<file path="src/rtl/mem_wb_stage_if.sv">
// MEM->WB stage bundle: the instruction fields arriving from the MEM stage,
// the synchronous data-memory read word, and the register-file write port
// produced by the WB stage.
interface mem_wb_stage_if;
    // MEM-stage instruction fields
    logic        in_valid;
    logic        in_regwrite;
    logic [4:0]  in_wa;
    logic [31:0] in_alu;
    logic        in_memtoreg;
    logic [2:0]  in_ldtype;
    logic [1:0]  in_boff;

    // Data-memory read word, valid while the load occupies WB
    logic [31:0] dmem_rdata;

    // Register-file write port (also the WB forwarding source)
    logic        rf_we;
    logic [4:0]  rf_wa;
    logic [31:0] rf_wd;

    // Upstream side: drives the instruction and memory data, observes writeback
    modport master (
        output in_valid, in_regwrite, in_wa, in_alu, in_memtoreg, in_ldtype, in_boff,
        output dmem_rdata,
        input  rf_we, rf_wa, rf_wd
    );

    // WB stage side
    modport slave (
        input  in_valid, in_regwrite, in_wa, in_alu, in_memtoreg, in_ldtype, in_boff,
        input  dmem_rdata,
        output rf_we, rf_wa, rf_wd
    );
endinterface

</file>
<file path="src/rtl/mem_wb_stage.sv">
// MEM/WB pipeline register and writeback logic.
// Holds one instruction in WB, aligns and extends load data from the
// big-endian data memory, produces the register-file write port, flags
// misaligned loads (sticky) and counts retired instructions.
module mem_wb_stage #(
    parameter int CNT_W = 32
) (
    input  logic             clk,
    input  logic             rst_n,
    input  logic             stall,
    input  logic             flush,
    mem_wb_stage_if.slave    bus,
    output logic             wb_valid,
    output logic             err_misalign,
    output logic [CNT_W-1:0] instret
);

    // Load type encodings; anything outside this set behaves as a word load
    localparam logic [2:0] LD_W  = 3'b000;
    localparam logic [2:0] LD_H  = 3'b001;
    localparam logic [2:0] LD_HU = 3'b010;
    localparam logic [2:0] LD_B  = 3'b011;
    localparam logic [2:0] LD_BU = 3'b100;

    // WB register fields
    logic        wb_regwrite;
    logic [4:0]  wb_wa;
    logic [31:0] wb_alu;
    logic        wb_memtoreg;
    logic [2:0]  wb_ldtype;
    logic [1:0]  wb_boff;

    // Decoded load shape
    logic        is_byte;
    logic        is_half;
    logic        is_word;
    logic        is_signed;

    // Lane-selected and extended load data
    logic [7:0]  byte_lane;
    logic [15:0] half_lane;
    logic [31:0] load_data;
    logic        misaligned;

    // Pipeline register: flush inserts a bubble even when stalled, stall holds,
    // otherwise the MEM-stage instruction advances into WB
    always_ff @(posedge clk or negedge rst_n) begin
        if (!rst_n) begin
            wb_valid    <= 1'b0;
            wb_regwrite <= 1'b0;
            wb_wa       <= 5'd0;
            wb_alu      <= 32'd0;
            wb_memtoreg <= 1'b0;
            wb_ldtype   <= 3'd0;
            wb_boff     <= 2'd0;
        end else if (flush) begin
            wb_valid    <= 1'b0;
            wb_regwrite <= 1'b0;
        end else if (!stall) begin
            wb_valid    <= bus.in_valid;
            wb_regwrite <= bus.in_regwrite;
            wb_wa       <= bus.in_wa;
            wb_alu      <= bus.in_alu;
            wb_memtoreg <= bus.in_memtoreg;
            wb_ldtype   <= bus.in_ldtype;
            wb_boff     <= bus.in_boff;
        end
    end

    // Decode the load type into access size and signedness
    always_comb begin
        is_byte   = 1'b0;
        is_half   = 1'b0;
        is_word   = 1'b0;
        is_signed = 1'b0;
        case (wb_ldtype)
            LD_H: begin
                is_half   = 1'b1;
                is_signed = 1'b1;
            end
            LD_HU: begin
                is_half   = 1'b1;
            end
            LD_B: begin
                is_byte   = 1'b1;
                is_signed = 1'b1;
            end
            LD_BU: begin
                is_byte   = 1'b1;
            end
            default: begin
                is_word   = 1'b1;
            end
        endcase
    end

    // Pick the addressed byte and halfword; byte 0 is the most significant
    always_comb begin
        byte_lane = bus.dmem_rdata[7:0];
        case (wb_boff)
            2'd0:    byte_lane = bus.dmem_rdata[31:24];
            2'd1:    byte_lane = bus.dmem_rdata[23:16];
            2'd2:    byte_lane = bus.dmem_rdata[15:8];
            default: byte_lane = bus.dmem_rdata[7:0];
        endcase
        half_lane = wb_boff[1] ? bus.dmem_rdata[15:0] : bus.dmem_rdata[31:16];
    end

    // Sign- or zero-extend the selected lane to a full register value
    always_comb begin
        load_data = bus.dmem_rdata;
        if (is_byte) begin
            load_data = {{24{is_signed & byte_lane[7]}}, byte_lane};
        end else if (is_half) begin
            load_data = {{16{is_signed & half_lane[15]}}, half_lane};
        end
    end

    // A load is misaligned when a word is not on a 4-byte boundary or a
    // halfword is on an odd byte; such loads retire without writing
    always_comb begin
        misaligned = wb_memtoreg &
                     ((is_word & (wb_boff != 2'd0)) | (is_half & wb_boff[0]));
    end

    // Register-file write port; the address is forced to zero for bubbles so
    // downstream forwarding never matches an empty slot
    always_comb begin
        bus.rf_wd = wb_memtoreg ? load_data : wb_alu;
        bus.rf_we = wb_valid & wb_regwrite & (wb_wa != 5'd0) & ~misaligned;
        bus.rf_wa = wb_valid ? wb_wa : 5'd0;
    end

    // Sticky misaligned-load flag, cleared only by reset
    always_ff @(posedge clk or negedge rst_n) begin
        if (!rst_n) begin
            err_misalign <= 1'b0;
        end else if (wb_valid && misaligned) begin
            err_misalign <= 1'b1;
        end
    end

    // Retired-instruction counter: an instruction retires when it leaves WB,
    // which happens on any unstalled edge; wraps silently
    always_ff @(posedge clk or negedge rst_n) begin
        if (!rst_n) begin
            instret <= '0;
        end else if (wb_valid && !stall) begin
            instret <= instret + CNT_W'(1);
        end
    end

endmodule
</file>
<file path="src/flat_wrapper.sv">
// flat-port wrapper written by rule: the top's interface ports become plain ports
module mem_wb_stage_flat 
#(
    parameter int CNT_W = 32
)
  (clk, rst_n, stall, flush, wb_valid, err_misalign, instret, bus_in_valid, bus_in_regwrite, bus_in_wa, bus_in_alu, bus_in_memtoreg, bus_in_ldtype, bus_in_boff, bus_dmem_rdata, bus_rf_we, bus_rf_wa, bus_rf_wd);
  mem_wb_stage_if bus_i ();
  input  logic clk;
  input  logic rst_n;
  input  logic stall;
  input  logic flush;
  output logic wb_valid;
  output logic err_misalign;
  output logic [CNT_W-1:0] instret;
  input wire logic [$bits(bus_i.in_valid)-1:0] bus_in_valid;
  input wire logic [$bits(bus_i.in_regwrite)-1:0] bus_in_regwrite;
  input wire logic [$bits(bus_i.in_wa)-1:0] bus_in_wa;
  input wire logic [$bits(bus_i.in_alu)-1:0] bus_in_alu;
  input wire logic [$bits(bus_i.in_memtoreg)-1:0] bus_in_memtoreg;
  input wire logic [$bits(bus_i.in_ldtype)-1:0] bus_in_ldtype;
  input wire logic [$bits(bus_i.in_boff)-1:0] bus_in_boff;
  input wire logic [$bits(bus_i.dmem_rdata)-1:0] bus_dmem_rdata;
  output wire logic [$bits(bus_i.rf_we)-1:0] bus_rf_we;
  output wire logic [$bits(bus_i.rf_wa)-1:0] bus_rf_wa;
  output wire logic [$bits(bus_i.rf_wd)-1:0] bus_rf_wd;
  assign bus_i.in_valid = bus_in_valid;
  assign bus_i.in_regwrite = bus_in_regwrite;
  assign bus_i.in_wa = bus_in_wa;
  assign bus_i.in_alu = bus_in_alu;
  assign bus_i.in_memtoreg = bus_in_memtoreg;
  assign bus_i.in_ldtype = bus_in_ldtype;
  assign bus_i.in_boff = bus_in_boff;
  assign bus_i.dmem_rdata = bus_dmem_rdata;
  assign bus_rf_we = bus_i.rf_we;
  assign bus_rf_wa = bus_i.rf_wa;
  assign bus_rf_wd = bus_i.rf_wd;
  mem_wb_stage #(.CNT_W(CNT_W)) u_core (.clk(clk), .rst_n(rst_n), .stall(stall), .flush(flush), .bus(bus_i), .wb_valid(wb_valid), .err_misalign(err_misalign), .instret(instret));
endmodule
</file>
<file path="config.mk">
export PLATFORM = sky130hd
export DESIGN_NAME = mem_wb_stage_flat
export DESIGN_NICKNAME = d
export VERILOG_FILES = /design/src/rtl/mem_wb_stage_if.sv /design/src/rtl/mem_wb_stage.sv /design/src/flat_wrapper.sv
export SDC_FILE = /design/constraint.sdc
export NUM_CORES = 1
export LEC_CHECK = 0
export ABC_AREA = 1
export CORE_ASPECT_RATIO = 1.5
export CORE_MARGIN = 5
export CORE_UTILIZATION = 35
export CTS_CLUSTER_DIAMETER = 150
export DETAILED_ROUTE_END_ITERATION = 16
export GPL_TIMING_DRIVEN = 0
export PLACE_DENSITY = 0.74
export RECOVER_POWER = 25
export SYNTH_ARGS = -nofsm -noshare
export SYNTH_HDL_FRONTEND = slang
export SYNTH_SLANG_ARGS = --single-unit
</file>
<file path="constraint.sdc">
create_clock -name clk -period 3.9 [get_ports clk]
set_input_delay 0.39 -clock clk [delete_from_list [all_inputs] [get_ports clk]]
set_output_delay 0.39 -clock clk [all_outputs]
set_load 0.01 [all_outputs]
</file>
Word level (Yosys, flattened, before mapping)
Index checks and enable logic that the tools add are counted.
{"block": "totals", "ff_bits": 78, "input_bits": 81, "out_inout_bits": 72, "elab_cells": 54}
{"block": "classes", "n_addsub": 1, "n_eq_ne": 7, "mux": 14, "bitwise": 12, "n_reduce_logical": 11}
{"operator": "$mux W32", "count": 3}
{"operator": "$add A32 B1 Y32 const B", "count": 1}
{"operator": "$pmux W8 S3", "count": 1}
{"operator": "$mux W16", "count": 1}
{"operator": "$and A1 B1 Y1", "count": 8}
{"operator": "$mux W1", "count": 8}
{"operator": "$eq A3 B2 Y1 const B", "count": 2}
{"operator": "$reduce_or A2 Y1", "count": 3}
{"operator": "$mux W5", "count": 1}
{"operator": "$reduce_bool A5 Y1", "count": 1}
{"operator": "$reduce_or A4 Y1", "count": 1}
{"operator": "$eq A3 B1 Y1 const B", "count": 1}
{"operator": "$eq A3 B3 Y1 const B", "count": 1}
{"operator": "$not A1 Y1", "count": 3}
{"operator": "$eq A2 B1 Y1 const B", "count": 1}
{"operator": "$eq A2 B2 Y1 const B", "count": 1}
{"operator": "$logic_and A1 B1 Y1", "count": 2}
{"operator": "$logic_not A2 Y1", "count": 1}
{"operator": "$ne A2 B1 Y1 const B", "count": 1}
{"operator": "$reduce_and A2 Y1", "count": 1}
{"operator": "$reduce_bool A2 Y1", "count": 1}
{"operator": "$logic_not A1 Y1", "count": 1}
{"operator": "$or A1 B1 Y1", "count": 1}

Longest topological paths before layout
Gate-level depths: netlist (run 1).
{"block": "depth", "ltp_word": 8, "ltp_mapped": 11, "depth_no_buf": 10}

Worst setup path after synthesis (run 1)
OpenSTA, ideal clock, no wires.
{"block": "synth_timing", "path_kind": "reg2out", "start": "register u_core.wb_ldtype[1]", "end": "output port bus_rf_wd[15]", "arrival_ns": 1.264, "required_ns": 3.510, "slack_ns": 2.246, "stages_incl_launch_ff": 11, "n_path_buf": 1, "cell_sequence": "dfrtp_1 nand2_1 nand2_1 nor2_2 buf_2 nand2_1 nand2_1 nand2_1 nand2_1 nand2_1 nand2_1"}
{"block": "synth_between", "elab_chain_len": 6, "elab_cells_between_ends": 14, "cone_classes": "eq/ne: 4; mux: 6; bitwise: 1; reduce/logical: 3"}
{"item": "from (decl)", "line": "mem_wb_stage.sv:30", "source": "logic [2:0] wb_ldtype;"}
{"item": "from (signal assigned)", "line": "mem_wb_stage.sv:65", "source": "wb_ldtype <= bus.in_ldtype;"}
{"item": "$eq A3 B2 Y1 / $eq A3 B1 Y1 (equally long branches)", "line": "mem_wb_stage.sv:76", "source": "case (wb_ldtype)"}
{"item": "$reduce_or A2 Y1 (no line)"}
{"item": "$mux W1", "line": "mem_wb_stage.sv:76"}
{"item": "$mux W32 / $and A1 B1 Y1 (equally long branches)", "line": "mem_wb_stage.sv:114, mem_wb_stage.sv:113"}
{"item": "$mux W32 *", "line": "mem_wb_stage.sv:112", "source": "if (is_byte) begin"}
{"item": "$mux W32 *", "line": "mem_wb_stage.sv:129", "source": "bus.rf_wd = wb_memtoreg ? load_data : wb_alu;"}
{"item": "to (decl)", "line": "flat_wrapper.sv:25", "source": "output wire logic [$bits(bus_i.rf_wd)-1:0] bus_rf_wd;"}
Mark *: on every way between the ends. The rest lies on a longest branch, timed or not.

==> results.toml, run 1 <==
[route]
dr.pass1.iters = 5
drt_iter0_drc = 208
routed-via-count = 5167
drc_errors = 0
routed_via_density = 4.719
ant_nets = 0
wire_per_inst_um = 14.60
finalWirelength_mm = 15.99

[clock_network]
cts_made_buffers = 9
cts_tree = "done"
cts.sinks = 78
htreeDepth = 3
cts_hold_buffers = 1
cts_root_buffer = "clkbuf_16"
clk_pin_slew_ns = 0.07
worstSkewPairLatency_ns = 0.34
post_cts_resize_count = 0
clk_path_buf_depth = 2
postCtsSetupRepairBufs = 0

[power]
netSwitchingPower_uw = 925.2
p_per_area_nw_per_um2 = 393.2
ir_worst_vdd_mv = 0.2409
pwr-share-seq = 0.349
p_leak_uw = 0.003643
p_int_uw = 1806
total_power_uw = 2731
pwr-share-clk = 0.330
swShare = 0.3388
combPwrFrac = 0.322

[critical_path]
cp-start-kind = "primary input"
cp-end-kind = "asynchronous set/reset pin"
slowest_delay_ns = 1.20
cpMaxStageDelayCell = "clkbuf_2"
required_ns = 4.11
arrival_ns = 3.12
crit_fanout = 56
crit_type = "in2async"
path_cells = "dlygate4sd3_1 > clkbuf_1 > clkbuf_2"

[place]
hpwl_mm = 12.77
dpl.cell_count = 1078
dp_slack_ns = 1.076
port-buffer-count = 152
routabilityCongestion = 0.9514

[global_routing]
grtUsageTotal = 0.1957
grt_pass1_wl_mm = 25.65
grt_antenna_before_repair = 0
grt_overflow = 0
grt_start_max_net_pins = 57
grt_pass1_vias = 5115

[logic_synthesis]
synthMuxAreaShare = 0
netlist.area_leader.share = 0.3986
yosys.area_share.simple = 0.4198
synth-xor-area-share = 0.04471
synth_top_family_by_area = "simple AND/OR/NAND/NOR gates"
avgSynthCellArea_um2 = 6.444
synth.area.top_cells = "dfrtp_1 40%, nand2_1 31%, inv_1 5.0%"
yosysTopAreaCell = "dfrtp_1"
netlist_area_um2 = 4897
ys_seq_elements = 78
synth_seq_area_share = 0.3986
synth_fp_nets = 842
synth-compound-area-share = 0.04931
syn_inst = 760
synth_warnings = 0
synth_adder_area_share = 0.002555
ys_types = 28

[final_layout]
multi_input_area_um2 = 2526
final_cell_mix = "407 x nand2_1, 150 x clkdlybuf4s50_1, 78 x dfrtp_1"
antenna_cells = 0
final_nets = 1007
post_layout_nonfiller_instances = 1095
final_common_cell = "nand2_1"
n_fill_cell = 1381
area_growth_pct = 41.82
seqCellArea_um2 = 1952
drive_gt1_frac = 0.05376

[die]
start_util = 0.3533
std_cell_rows = 53
die_x_um = 106.6
coreArea_um2 = 13860
die_height_um = 154.9
boundaryPins = 153
die_area_um2 = 16510

[status]
status = "complete, no violations"

[sta]
layout_min_cycle_time_ns = 2.905
min_period_over_period = 0.7448
finalWorstSetupSlack_ns = 0.9952
slew_headroom = 0.05250
finalHoldViolCount = 0
timing.fmax_mhz = 344.3
rsz0062_at_grt = "false"
setup_viol = 0
drv_slew = 0
tightestPinTransition_ns = 1.421
skew_ns = 0.01155

[hold_path]
hp-class = "reg2reg"

[run]
maxCapViolations = 0
==> through the flow <==
| step | utilization | hold slack, ns | TNS [ns] | instance area [um^2] |
|---|---|---|---|---|
| after floorplan | - | 0.09441 | 0 | 4897 |
| after global placement | 0.4780 | 0.4540 | -34.87 | 6625 |
| after detailed placement | 0.4798 | 0.3180 | 0 | 6650 |
| after CTS | 0.5032 | 0.4758 | 0 | 6974 |
| after global routing | 0.5011 | 0.4902 | 0 | 6945 |
| final | 0.5011 | 0.4718 | 0 | 6945 |
==> registers in the layout, indices dropped and copies added (netlist names) <==
register and flops:
u_core.wb_ldtype 3, u_core.wb_wa 5, u_core.wb_valid 1, u_core.wb_regwrite 1
u_core.err_misalign 1, u_core.wb_memtoreg 1, u_core.instret 32, u_core.wb_alu 32
u_core.wb_boff 2
==> power by group through the flow <==
stage	sequential (uW)	clock [uW]	combinational (uW)
after global placement	966	0	871
after detailed placement	967	0	883
final	952	901	878
after floorplan	966	0	444
after global routing	962	946	977
after CTS	952	919	887
==> per-layer routing <==
metal / vias up / wire [um] / global-route usage
li1: 2657 / - / -
met1: 2338 / 6269 / 0.2217
met2: 144 / 8343 / 0.3595
met3: 28 / 898 / 0.03819
met4: 0 / 480 / 0.07313
met5: - / 0 / 0
==> critical path: cells and delay by family <==
family / cells / cell delay (ns)
buffers and inverters: 3 / 2.68
==> kinds of logic after synthesis <==
family          after synthesis
flops                        78
fa+ha+maj                     1
buf+inv                     101
simple gates                507
xor+xnor                     25
compound gates               48
==> cell usage after synthesis (all sizes together) <==
master  instances
nand2         410
dfrtp          78
inv            70
nand3          40
o21ai          40
nor2           34
clkbuf         16
xor2           15
buf            14
nand4          12
xnor2          10
nor3            9
a21oi           7
a31oi           1
clkinv          1
ha              1
nor4            1
or2             1
==> area by class of cell <==
type,instances,share of cell area
Multi-Input combinational cell,581,0.3637
Sequential cell,78,0.2810
Timing Repair Buffer,154,0.2203
Inverter,71,0.03855
Clock buffer,9,0.03243
Tap cell,165,0.02972
Buffer,30,0.02144
Clock inverter,7,0.01279
==> worst paths after layout <==
| path | cells after the start | start | end | slack [ns] |
|---|---|---|---|---|
| worst max-delay path | 3 | rst_n | u_core.instret[9] | 1.0 |
| worst min-delay path | 2 | u_core.wb_alu[27] | u_core.wb_alu[27] | 0.47 |
| worst max register to register | 7 | u_core.instret[0] | u_core.instret[24] | 2.25 |
| worst min register to register | 2 | u_core.wb_alu[27] | u_core.wb_alu[27] | 0.47 |
| max in group clk | 11 | u_core.wb_ldtype[1] | bus_rf_wd[15] | 1.06 |
| min in group asynchronous | 2 | rst_n | u_core.wb_alu[6] | 0.86 |
Power figures use the tool's default switching activity.
==> inputs of run 2 (changes only) <==
Clock period 3.9 ns to 2.91 ns, I/O delays scaled along.
==> run 2 against run 1 <==
Via count shrank 0.14%; clock power rose by 33%; core utilization about the same; die area stayed put; final cell count stayed put; largest cell class unchanged; flip-flop and latch count is the same.
==> results.toml, run 2 (same netlist as run 1, synthesis figures left out) <==
[die]
start_util = 0.3533
coreArea_um2 = 13860
die_height_um = 154.9
boundaryPins = 153
die_area_um2 = 16510
std_cell_rows = 53
die_x_um = 106.6

[clock_network]
clk_path_buf_depth = 2
postCtsSetupRepairBufs = 0
worstSkewPairLatency_ns = 0.34
cts_tree = "done"
cts_root_buffer = "clkbuf_16"
cts_made_buffers = 9
htreeDepth = 3
cts.sinks = 78
clk_pin_slew_ns = 0.07

[critical_path]
cp-start-kind = "flip-flop"
required_ns = 2.62
cpMaxStageDelayCell = "clkdlybuf4s50_1"
path_cells = "nand2_1 > nand2_1 > nand2_1 > clkbuf_1 > nand2_1 > nand2_1 > nand2_1 > nand2_1 > clkdlybuf4s50_1"
slowest_delay_ns = 0.54
crit_top_cell = "nand2_1"
cp-end-kind = "output pin"
crit_fanout = 10
critPathTopFamily = "buffers and inverters"
crit_type = "reg2out"
worst-path-buf-inv = 2
arrival_ns = 2.40

[route]
drc_errors = 0
routed_via_density = 4.712
finalWirelength_mm = 16.00
routed-via-count = 5160
dr.pass1.iters = 4
wire_per_inst_um = 14.61
drt_iter0_drc = 196
ant_nets = 0

[place]
routabilityCongestion = 0.9514
dpl.cell_count = 1078
dp_slack_ns = 0.2839
hpwl_mm = 12.77
port-buffer-count = 152

[final_layout]
final_cell_mix = "406 x nand2_1, 151 x clkdlybuf4s50_1, 78 x dfrtp_1"
final_common_cell = "nand2_1"
post_layout_nonfiller_instances = 1095
area_growth_pct = 41.80
drive_gt1_frac = 0.05269
antenna_cells = 0
utilization = 0.5010
reg.largest.list = "u_core.instret: 32 flops, u_core.wb_alu: 32 flops, u_core.wb_wa: 5 flops"
final_nets = 1007

[power]
p_leak_uw = 0.003640
p_per_area_nw_per_um2 = 526.6
ir_worst_vdd_mv = 0.3220

[sta]
final.setup.tns_ns = 0
hold-worst-slack_ns = 0.4718
timing.fmax_mhz = 371.6
slew_headroom = 0.1267
skew_ns = 0.01156
drv_slew = 0
finalHoldViolCount = 0
rsz0062_at_grt = "false"
tightestPinTransition_ns = 1.310
finalWorstSetupSlack_ns = 0.2191
min_period_over_period = 0.9247
setup_viol = 0
layout_min_cycle_time_ns = 2.691

[global_routing]
grtUsageTotal = 0.1957
grt_start_max_net_pins = 57
grt_overflow = 0
grt_antenna_before_repair = 0
grt_pass1_wl_mm = 25.65
grt_pass1_vias = 5115

[hold_path]
hp-class = "reg2reg"

[status]
status = "complete, no violations"

[run]
maxCapViolations = 0
run 2: path summary, 6_finish.rpt:
| kind | slack [ns] | endpoint | start | cells after the start |
|---|---|---|---|---|
| setup reg to reg | 1.05 | u_core.instret[25] | u_core.wb_valid | 7 |
| min in group asynchronous | 0.76 | u_core.wb_alu[6] | rst_n | 2 |
| hold reg to reg | 0.47 | u_core.wb_alu[27] | u_core.wb_alu[27] | 2 |
| setup / recovery | 0.22 | bus_rf_wd[15] | u_core.wb_ldtype[1] | 9 |
| max in group asynchronous | 0.60 | u_core.instret[9] | rst_n | 3 |
| hold / removal | 0.47 | u_core.wb_alu[27] | u_core.wb_alu[27] | 2 |
run 2: worst min-delay path: cells and delay by family, from the launching register on:
kind             cells  cell delay, ns
flip-flops           1            0.34
AND/OR/NAND/NOR      2            0.09
run 2: power breakdown:
part	switching [uW]	leakage (uW)	total, uW	internal [uW]
logic	638	0.00250	1180	539
clock network	516	0.000152	1200	688
registers	82.2	0.000985	1280	1190
run 2: routing by layer:
layer	up-vias	global-route usage	share of wire
li1	2659	-	-
met1	2334	0.2217	0.39
met2	139	0.3595	0.52
met3	28	0.03819	0.056
met4	0	0.07313	0.030
met5	-	0	0
run 2: per-stage QoR:
step / cell area [um^2] / total power (uW)
after floorplan: 4897 / 1890
after global placement: 6625 / 2462
after detailed placement: 6650 / 2479
after CTS: 6974 / 3696
after global routing: 6944 / 3868
final: 6944 / 3657
run 2: cell type report:
cell class                 instances  area [um^2]
buffer                            30        145.1
clock buffer                       9        225.2
clock inverter                     7        88.84
fill                            1382         6915
inverter                          71        267.8
multi-input combinational        581         2526
sequential                        78         1952
tap                              165        206.4
timing repair buffer             154         1533
run 2: timing repair:
action | 4_1_cts | 5_1_grt
endpoints found under the hold margin | 22 | 0
gates resized for setup | 0 | 1
setup endpoints to repair | 0 | 4
hold buffers | 1 | 0
==> inputs of run 3 (changes only) <==
Settings changed: SLEW_MARGIN from default to 20.
==> results of run 3 <==
Final layout, timing and power as in run 2 (identical DEF).
